### config.mk
export PLATFORM = sky130hd
export DESIGN_NAME = button_event_decoder
export DESIGN_NICKNAME = d
export VERILOG_FILES = /design/src/rtl/button_event_decoder.sv
export SDC_FILE = /design/constraint.sdc
export NUM_CORES = 1
export LEC_CHECK = 0
export BUFFER_PORTS_ARGS = -buffer_cell sky130_fd_sc_hd__buf_2
export CORE_AREA = 2 2 84 70
export DETAILED_ROUTE_END_ITERATION = 8
export DIE_AREA = 0 0 86 72
export GPL_TIMING_DRIVEN = 0
export PLACE_DENSITY_LB_ADDON = 0.1
export SLEW_MARGIN = 20
export SYNTH_ARGS = -nofsm -noshare
export SYNTH_HDL_FRONTEND = slang
export SYNTH_SLANG_ARGS = --single-unit
### constraint.sdc
create_clock -name clk_i -period 2.8 [get_ports clk_i]
set_input_delay 0.14 -clock clk_i [delete_from_list [all_inputs] [get_ports clk_i]]
set_output_delay 0.14 -clock clk_i [all_outputs]
set_load 0.05 [all_outputs]
### src/rtl/button_event_decoder.sv
// Turns a debounced button level into one-cycle press/release/short/long/repeat
// events, timing the hold duration against a free-running tick prescaler.
module button_event_decoder #(
    parameter int unsigned TICK_CYCLES  = 100000,
    parameter int unsigned LONG_TICKS   = 1000,
    parameter int unsigned REPEAT_TICKS = 200,
    parameter int unsigned CNT_WIDTH    = 16
) (
    input  logic clk_i,
    input  logic rst_i,
    input  logic button_level_i,
    output logic press_o,
    output logic release_o,
    output logic short_press_o,
    output logic long_press_o,
    output logic repeat_o,
    output logic held_o
);
    localparam int unsigned PW = $clog2(TICK_CYCLES);
    localparam logic [PW-1:0] PRESC_MAX = PW'(TICK_CYCLES - 1);
    localparam logic [PW-1:0] PRESC_ONE = PW'(1);
    localparam logic [CNT_WIDTH-1:0] LONG_MAX = CNT_WIDTH'(LONG_TICKS - 1);
    localparam logic [CNT_WIDTH-1:0] REP_MAX =
        (REPEAT_TICKS == 0) ? '0 : CNT_WIDTH'(REPEAT_TICKS - 1);
    localparam logic [CNT_WIDTH-1:0] CNT_ONE = CNT_WIDTH'(1);
    localparam logic REPEAT_EN = (REPEAT_TICKS != 0);

    typedef enum logic [1:0] {
        IDLE    = 2'd0,
        PRESSED = 2'd1,
        LONG    = 2'd2
    } state_t;

    state_t                 state_q;
    logic                   level_q;
    logic [PW-1:0]          presc_q;
    logic [PW-1:0]          presc_d;
    logic [CNT_WIDTH-1:0]   hold_cnt_q;
    logic [CNT_WIDTH-1:0]   rep_cnt_q;
    logic                   rise;
    logic                   fall;
    logic                   tick;

    assign rise = button_level_i & ~level_q;
    assign fall = ~button_level_i & level_q;
    assign tick = (presc_q == PRESC_MAX);

    always_comb begin
        presc_d = presc_q + PRESC_ONE;
        if (tick) begin
            presc_d = '0;
        end
    end

    // level_q resets high so a button held through reset never looks like a fresh press.
    always_ff @(posedge clk_i or posedge rst_i) begin
        if (rst_i) begin
            level_q <= 1'b1;
            presc_q <= '0;
        end else begin
            level_q <= button_level_i;
            presc_q <= presc_d;
        end
    end

    always_ff @(posedge clk_i or posedge rst_i) begin
        if (rst_i) begin
            state_q       <= IDLE;
            hold_cnt_q    <= '0;
            rep_cnt_q     <= '0;
            press_o       <= 1'b0;
            release_o     <= 1'b0;
            short_press_o <= 1'b0;
            long_press_o  <= 1'b0;
            repeat_o      <= 1'b0;
            held_o        <= 1'b0;
        end else begin
            press_o       <= 1'b0;
            release_o     <= 1'b0;
            short_press_o <= 1'b0;
            long_press_o  <= 1'b0;
            repeat_o      <= 1'b0;
            case (state_q)
                IDLE: begin
                    if (rise) begin
                        state_q    <= PRESSED;
                        hold_cnt_q <= '0;
                        press_o    <= 1'b1;
                        held_o     <= 1'b1;
                    end
                end
                // A release always wins over a tick landing in the same cycle.
                PRESSED: begin
                    if (fall) begin
                        state_q       <= IDLE;
                        release_o     <= 1'b1;
                        short_press_o <= 1'b1;
                        held_o        <= 1'b0;
                    end else if (tick) begin
                        if (hold_cnt_q == LONG_MAX) begin
                            state_q      <= LONG;
                            long_press_o <= 1'b1;
                            rep_cnt_q    <= '0;
                        end else begin
                            hold_cnt_q <= hold_cnt_q + CNT_ONE;
                        end
                    end
                end
                LONG: begin
                    if (fall) begin
                        state_q   <= IDLE;
                        release_o <= 1'b1;
                        held_o    <= 1'b0;
                    end else if (tick && REPEAT_EN) begin
                        if (rep_cnt_q == REP_MAX) begin
                            repeat_o  <= 1'b1;
                            rep_cnt_q <= '0;
                        end else begin
                            rep_cnt_q <= rep_cnt_q + CNT_ONE;
                        end
                    end
                end
                default: begin
                    state_q <= IDLE;
                    held_o  <= 1'b0;
                end
            endcase
        end
    end
endmodule

---- Word level (Yosys, flattened, before mapping) ----
Index checks and enable logic that the tools add are counted.
W data, S select, Z words.
cells by class
  multiplexer cells ....................... 35
  bitwise gates (word level) .............. 4
  equal/unequal tests ..................... 16
  add/sub/neg operators ................... 3
  reductions and logical operators ........ 8
operators with widths
  cell                     count
  $mux W16                 10
  $pmux W16 S2             2
  $add A16 B1 Y16 const B  2
  $add A17 B1 Y17 const B  1
  $eq A17 B17 Y1 const B   1
  $mux W17                 1
  $eq A16 B10 Y1 const B   1
  $eq A16 B8 Y1 const B    1
  $ne A2 B2 Y1 const B     8
  $mux W1                  15
  $mux W2                  5
  $ne A3 B3 Y1 const B     2
  $pmux W2 S3              1
  $reduce_and A6 Y1        1
  $reduce_and A5 Y1        1
  $reduce_and A4 Y1        1
  $reduce_bool A2 Y1       2
  $and A1 B1 Y1            2
  $eq A2 B1 Y1 const B     1
  $eq A2 B2 Y1 const B     1
  $logic_not A2 Y1         1
  $ne A2 B1 Y1 const B     1
  $not A1 Y1               2
  $pmux W1 S2              1
  other kinds (2)          2
storage, ports and cells
  input bits .............................. 3
  output and inout bits ................... 6
  flip-flop bits (word level) ............. 58
  logic and storage cells ................. 77

---- Depth between registers and ports, before layout ----
Gate-level depths: netlist of the first run.
  depth in word-level cells ............... 5
  gate-level depth with buffers ........... 10
  gate-level depth less buffers ........... 7

---- Worst setup path before layout of the first run ----
No wires, ideal clock.
  kind .................................... flip-flop to flip-flop
  start point ............................. reg presc_q[0]
  end point ............................... reg hold_cnt_q[8]
  cell stages (with the launch flop) ...... 10
  data required time ...................... 2.718 ns
  clock period less this slack ............ 2.042 ns
  path slack .............................. 0.758 ns
  setup time .............................. 0.082 ns
  path buffers ............................ 3
  arrival ................................. 1.960 ns
  cells stage by stage .................... dfrtp_1 ha_1 and4_1 buf_2 and4_1 buf_4 nand4_2 buf_2 nand2_1 a31oi_1
between the ends
  cells in the longest elaborated chain, start to end .. 3
RTL lines
  item                         line  text
  start: declaration           36    logic [PW-1:0] presc_q;
  start signal: assignment     62    presc_q <= presc_d;
  $eq A17 B17 Y1               46    assign tick = (presc_q == PRESC_MAX);
  $ne A2 B2 Y1 (no line)       --
  $reduce_and A5 Y1 (no line)  --
  end signal: assignment       105   hold_cnt_q <= hold_cnt_q + CNT_ONE;
  end: declaration             38    logic [CNT_WIDTH-1:0] hold_cnt_q;
Every way passes these cells.
A chain may end at the register's enable or synchronous reset.

---- Final worst setup path of the first run ----
  start point ............................. reg hold_cnt_q[0]
  end point ............................... reg hold_cnt_q[12]
between the ends
  cells in the longest elaborated chain, start to end .. 5
  elaborated cells between the ends (all ways) .. 8
  those cells by class .................... add/sub: 1; eq/ne: 2; mux: 4; reduce/logical: 1
RTL lines
  item             line  text
  $add A16 B1 Y16  105
  $mux W16         100   if (hold_cnt_q == LONG_MAX) begin
  $mux W16         99    end else if (tick) begin
  $mux W16         94    if (fall) begin
  $pmux W16 S2     83    case (state_q)
Parallel ways exist; a longest one is shown, timed or not. The select of a mux whose other input is x is not followed.

==> results.md, run 1 <==
- Asr flop ratio synth: 100%
- CP Max Fanout: 10
- Area after DPL: 3320 um^2
- Commonest non-fill, non-tap cell in the layout: dfrtp_1
- Synth warnings: 0
- Drt drc: 0
- Final hold violation count: 0
- Clock tree root driver cell: clkbuf_8
- Hpwl dp: 4760 um
- VDD IR max: 0.399 mV
- Arr. time, crit path: 2.79 ns
- Number of global-route vias before repair: 2466
- Critical Path Start Type: flip-flop
- Status: finished clean
- Commonest cells after routing, fill and taps aside: dfrtp_1, nand2_1, nor2_1, nand3_1, o21ai_1
- Register share of total power: 41.4%
- DIE AREA: approximately 6200 um^2
- Register bit total from synthesis: 58
- Slew headroom: 53.5%
- Unrepaired setup endpoints after global routing: no
- Via count: around 2.7k
- Ant. Diodes: 0
- Pwr Density: a little over 600 nW/um^2
- WP data required: 3.06 ns
- Synth Flop Type: dfrtp_1
- Post-Place Setup Slack: around 0.21 ns
- Cells after DPL: 412
- Final setup fails: 0
- Layout cells sized above 1: 12.1%
- Crit Path Class: reg -> reg
- Post-DR wirelength/cell: 16.9 um
- Initial Utilization: between 60% and 70%
- Footprint of the multi-input gates: 1600 um^2
- Routability cong.: about 0.85
- Crit path capture type: flip-flop
- Grt total ovfl: 0
- Vias per Instance: about 6.3
- Routed WL: 7250 um
- Setup TNS: 0 ns
- Syn Area/Cell: 9.43 um^2
- Clk sinks: 58
- Register area share after synthesis: a little under half
- Initial antenna violation count: 0
- Lkg Pwr: 1.52 nW
- Chip Width: 86 um
- Nets: approximately 370
- FF/Latch Area: between 1000 and 1500 um^2
- Die Height: around 70 um
- Area growth syn-to-layout: 10.9%
- Highest Clock Rate: 0.395 GHz
- TritonRoute pass-1 iters: 5
- Final worst slack: 0.269 ns
- PortBufs: 8
- Rows: 24
- Non-filler cells, final: around 430
- Hold Path Class: in -> async
- Post-synthesis instance total: 339
- Syn Nets: 348
- Core ar.: 5320 um^2
- Maximum Capacitance Violations: 0
- Worst-path clk slew: 0.07 ns
- Slew @ Worst Pin: 0.698 ns
- Final antenna-violating net count: 0
- Largest net degree at the start of global routing: about 60
- First-pass GRT wire length: 12300 um
- TritonCTS clock tree: built
- Number of synthesized flops with an enable pin: 0
- Clock latency at the later pin of the worst-skew pair: 0.34 ns
- Fill count: 428
- Io pins: 9
- Fin area: between 3000 and 4000 um^2
- Post-Syn Area: between 3000 and 4000 um^2
- Final Slew Violations: 0
- Final period util: 90.4%
- GR Util All Layers: 25.5%
- Logic pwr share: around a fifth
- Worst Skew: 0.00643 ns
- Distinct cells, synth: 54
- Sw Pwr: 0.652 mW
- CTS Buf Count: 9
- Clock power frac: between 30% and 40%
- CTS H-tree depth: 3
- CTS resizes: 0
- Internal Power: about 1.5 mW
- Clock Path Buffers: 2
- Fin crit period: 2.53 ns
- Iter 0 DRT Violations: 230
- Switching part of the total: 30.2%
-- cell type report --
class                      count  area share, %
clock inverter                 2          0.988
timing repair buffer          10           1.69
clock buffer                  14           4.87
buffer                        19           2.75
multi-input combinational    250           45.2
sequential                    58           41.0
tap                           65           2.29
inverter                      11           1.24
-- power groups by stage --
| stage | Sequential, mW | Combinational [mW] | Clock [mW] |
|---|---|---|---|
| floorplan | 0.946 | 0.309 | 0 |
| global placement | 0.905 | 0.439 | 0 |
| detailed placement | 0.907 | 0.449 | 0 |
| CTS | 0.891 | 0.456 | 0.823 |
| global route | 0.894 | 0.505 | 0.863 |
| finish | 0.892 | 0.458 | 0.807 |
-- worst paths after layout --
check                                    from        endpoint  slack, ns  cells past startpoint
min in group clk_i              rep_cnt_q[15]   rep_cnt_q[15]       0.49                      1
worst min register to register  rep_cnt_q[15]   rep_cnt_q[15]       0.49                      1
worst max-delay path            hold_cnt_q[0]  hold_cnt_q[12]       0.27                      7
worst max register to register  hold_cnt_q[0]  hold_cnt_q[12]       0.27                      7
max in group asynchronous               rst_i   rep_cnt_q[14]       1.87                      3
worst min-delay path                    rst_i    rep_cnt_q[0]       0.47                      3
-- routing by layer --
metal	up-vias	routed length, um	global-route usage, %
li1	1315	-	-
met1	1301	3650	38.8
met2	85	3060	34.5
met3	11	443	7.39
met4	0	104	8.99
met5	-	0	0
-- flip-flops by register name, indices dropped and copies added, names as in the netlist --
signal,flops
presc_q,17
level_q,1
held_o,1
state_q,2
short_press_o,1
press_o,1
hold_cnt_q,16
repeat_o,1
release_o,1
long_press_o,1
rep_cnt_q,16
-- synthesized netlist by cell type, drive strengths merged (3+ instances only) --
cell type,number,area share (%)
dfrtp,57,45
o21ai,33,5.2
nand2,25,2.9
nor2,24,2.8
nand3,21,3.3
a31oi,16,3.1
nand4,14,2.9
inv,11,1.3
buf,10,2.0
clkbuf,10,1.2
a21oi,9,1.4
o31ai,9,2.7
xor2,7,1.9
a41oi,6,1.6
and2,6,1.2
ha,6,2.3
xnor2,6,1.6
and4,5,1.4
nor2b,5,0.98
nor4,5,0.98
o211ai,5,1.2
or3,5,0.98
and3,4,0.78
nor3,4,0.63
or4,4,1.1
nand2b,3,0.59
nor4b,3,0.82
-- logic make-up (layout without fill, tap and decap cells) --
group	count (synthesis)	count (layout)	synth area share [%]
AND/OR/NAND/NOR	136	136	23.8
AO/OA/AOI/OAI	93	93	19.8
flip-flops	58	58	45.4
buffers and inverters	31	56	4.46
XOR/XNOR	13	13	3.56
adder cells (fa/ha/maj)	6	6	2.35
multiplexers	2	2	0.626
-- per-stage QoR --
step | util (%) | power (mW) | hold slack, ns
after floorplan | - | 1.25 | 0.144
after global placement | 62.5 | 1.34 | 0.293
after detailed placement | 62.5 | 1.36 | 0.295
after CTS | 66.8 | 2.17 | 0.476
after global routing | 66.7 | 2.26 | 0.492
final | 66.7 | 2.16 | 0.474
-- critical path, cell delays in order, from the launching register on --
cell and delay, ns:
dfrtp_1 0.39, ha_1 0.36, nor4b_1 0.31, nand4_1 0.29, nand4_2 0.26, buf_2 0.26, nand2_1 0.30, a31oi_1 0.28
-- timing repair --
action / in CTS / in global routing
endpoints found under the hold margin: 58 / 0
setup endpoints to repair: 0 / 10
setup buffers: 0 / 0
hold buffers: 2 / 0
Note: power is estimated with default switching activity, not from simulation.
==> inputs of run 2 (changes only) <==
Settings changed: CTS_CLUSTER_SIZE set to 14.
Clock period 2.8 ns to 2.7 ns, I/O delays scaled along.
==> run 2 against run 1 <==
- critical path depth is 2 higher
- utilization hardly changed
- via count hardly changed
- critical endpoint unchanged
- global-route usage stayed put
- combinational power is 3% higher
- highest routed layer unchanged
==> results.md, run 2 (same netlist as run 1, synthesis figures left out) <==
- WP data required: 2.96 ns (-0.10 ns)
- Crit Path Class: reg -> reg
- Worst-path clk slew: 0.06 ns (about the same)
- Clock latency at the later pin of the worst-skew pair: 0.34 ns (about the same)
- Crit-path cells: ha_1, and4_1, buf_2, and4_1, buf_4, nand4_2, buf_2, nand2_1, a31oi_1
- Chip Width: 86 um (unchanged)
- Pwr Density: 630 nW/um^2 (+3.6%)
- TritonRoute pass-1 iters: 5 (unchanged)
- VDD IR max: 0.414 mV (+3.8%)
- Drt drc: 0 (unchanged)
- Slew @ Worst Pin: 0.714 ns (+0.0167 ns)
- Vias per Instance: 6.32 (about the same)
- Routed WL: 7240 um (-0.15%)
- Top Registers: presc_q (17), hold_cnt_q (16), rep_cnt_q (16)
- CTS H-tree depth: 3 (unchanged)
- CTS Buf Count: 9 (unchanged)
- Critical Path Start Type: flip-flop
- Post-CTS setup buffer count: 0 (unchanged)
- Iter 0 DRT Violations: 231 (+0.43%)
- Highest Clock Rate: 0.403 GHz (+2.0%)
- Final period util: 91.9% (+1.5 points)
- Non-filler cells, final: 429 (unchanged)
- Slowest-stage cell, CP: dfrtp_1
- Arr. time, crit path: 2.74 ns (-0.05 ns)
- Core ar.: 5320 um^2 (unchanged)
- Number of global-route vias before repair: 2466 (unchanged)
- Cells after DPL: 412 (unchanged)
- Post-Place Setup Slack: 0.114 ns (-0.100 ns)
- Final antenna-violating net count: 0 (unchanged)
- Hpwl dp: 4760 um (unchanged)
- Lkg Pwr: 1.52 nW (-0.21%)
- First-pass GRT wire length: 12300 um (unchanged)
- Unrepaired setup endpoints after global routing: no
- Clock Path Buffers: 2 (unchanged)
- Reg2Reg Depth: 9 (+2)
- CP Max Fanout: 10 (unchanged)
- Fin crit period: 2.48 ns (-0.0505 ns)
- GR Util All Layers: 25.5% (unchanged)
- TritonCTS clock tree: built
- Hold Path Class: in -> async
- Crit path capture type: flip-flop
- Post-DR wirelength/cell: 16.9 um (-0.15%)
- Nets: 368 (unchanged)
- Worst Skew: 0.00736 ns (+0.000932 ns)
- Rows: 24 (unchanged)
- Delay of the slowest critical-path stage: 0.40 ns (about the same)
- Initial antenna violation count: 0 (unchanged)
- Setup TNS: 0 ns (unchanged)
- R2R Path End: hold_cnt_q[12]
- Die Height: 72 um (unchanged)
- Final setup fails: 0 (unchanged)
- Io pins: 9 (unchanged)
- Largest register FFs: 17 (unchanged)
- Via count: 2710 (-0.074%)
- Status: finished clean
- Final hold violation count: 0 (unchanged)
- Slew headroom: 52.4% (-1.1 points)
- Reg-to-reg setup timing slack: 0.22 ns (-0.05 ns)
- Commonest non-fill, non-tap cell in the layout: dfrtp_1
- Maximum Capacitance Violations: 0 (unchanged)
- Final worst slack: 0.220 ns (-0.0495 ns)
- Clock tree root driver cell: clkbuf_8
- Largest Register: presc_q
- Reg-to-Reg Start: presc_q[0]
- Final Slew Violations: 0 (unchanged)
- Final Total Pwr: 2.24 mW (+3.7%)
- Grt total ovfl: 0 (unchanged)
- Routability cong.: 0.853 (unchanged)
- Area growth syn-to-layout: 11.0% (about the same)
- Clk sinks: 58 (unchanged)
- Initial Utilization: 60.2% (unchanged)
- Ant. Diodes: 0 (unchanged)
- Commonest cells after routing, fill and taps aside: dfrtp_1, nand2_1, nor2_1, nand3_1, o21ai_1
- PortBufs: 8 (unchanged)
- DIE AREA: 6190 um^2 (unchanged)
- Largest net degree at the start of global routing: 59 (unchanged)
- Layout cells sized above 1: 12.4% (+0.27 points)
==> run 2: cell counts in the layout (fill, tap and decap cells not counted) <==
Identical to the previous run, type by type.
==> run 2: worst max path at each step <==
stage                                 to  depth (start not counted)          start  slack, ns
after floorplan            hold_cnt_q[8]                          9     presc_q[0]       0.66
after global placement    hold_cnt_q[12]                          8  hold_cnt_q[0]       0.19
after detailed placement  hold_cnt_q[12]                          8  hold_cnt_q[0]       0.11
after CTS                 hold_cnt_q[12]                          8  hold_cnt_q[0]        0.1
after global routing       hold_cnt_q[7]                          9     presc_q[1]       0.04
final                     hold_cnt_q[12]                          9     presc_q[0]       0.22
==> run 2: through the flow <==
stage	area, um^2	util (%)	hold WS [ns]
after floorplan	3200	-	0.139
final	3550	66.8	0.472
after global placement	3320	62.5	0.288
after detailed placement	3320	62.5	0.290
after global routing	3550	66.8	0.487
after CTS	3550	66.8	0.471
==> run 2: area by class of cell <==
| cell class | instances | area [um^2] |
|---|---|---|
| well taps | 65 | 81.3 |
| flip-flops and latches | 58 | 1450 |
| clock inverters | 2 | 35.0 |
| repair buffers | 10 | 60.1 |
| multi-input cells | 250 | 1610 |
| plain buffers | 19 | 97.6 |
| clock buffers | 14 | 173 |
| inverters | 11 | 43.8 |
| fillers | 429 | 1770 |
==> run 2: layer usage <==
| metal | up-vias | GRT usage (%) | wire length (um) |
|---|---|---|---|
| met3 | 13 | 7.39 | 456 |
| met4 | 0 | 8.99 | 119 |
| met5 | - | 0 | 0 |
| met1 | 1280 | 38.8 | 3610 |
| met2 | 101 | 34.5 | 3050 |
| li1 | 1316 | - | - |
==> run 2: what timing repair did <==
item                                   4_1_cts  5_1_grt
hold buffers                                 2        0
setup endpoints to repair                    0       10
gates resized for setup                      0        1
endpoints found under the hold margin       58        0
==> run 2: power breakdown <==
part | leakage (nW) | switching [mW] | total (mW) | internal (mW)
combinational | 0.624 | 0.316 | 0.473 | 0.158
sequential | 0.788 | 0.0220 | 0.925 | 0.903
clock | 0.107 | 0.338 | 0.839 | 0.501
==> run 2: worst max-delay path: cells and delay by family (launching register included) <==
kind            cells  cell delay (ns)
buf+inv             3             0.58
simple gates        4             0.88
flops               1             0.40
compound gates      1             0.28
fa+ha+maj           1             0.25
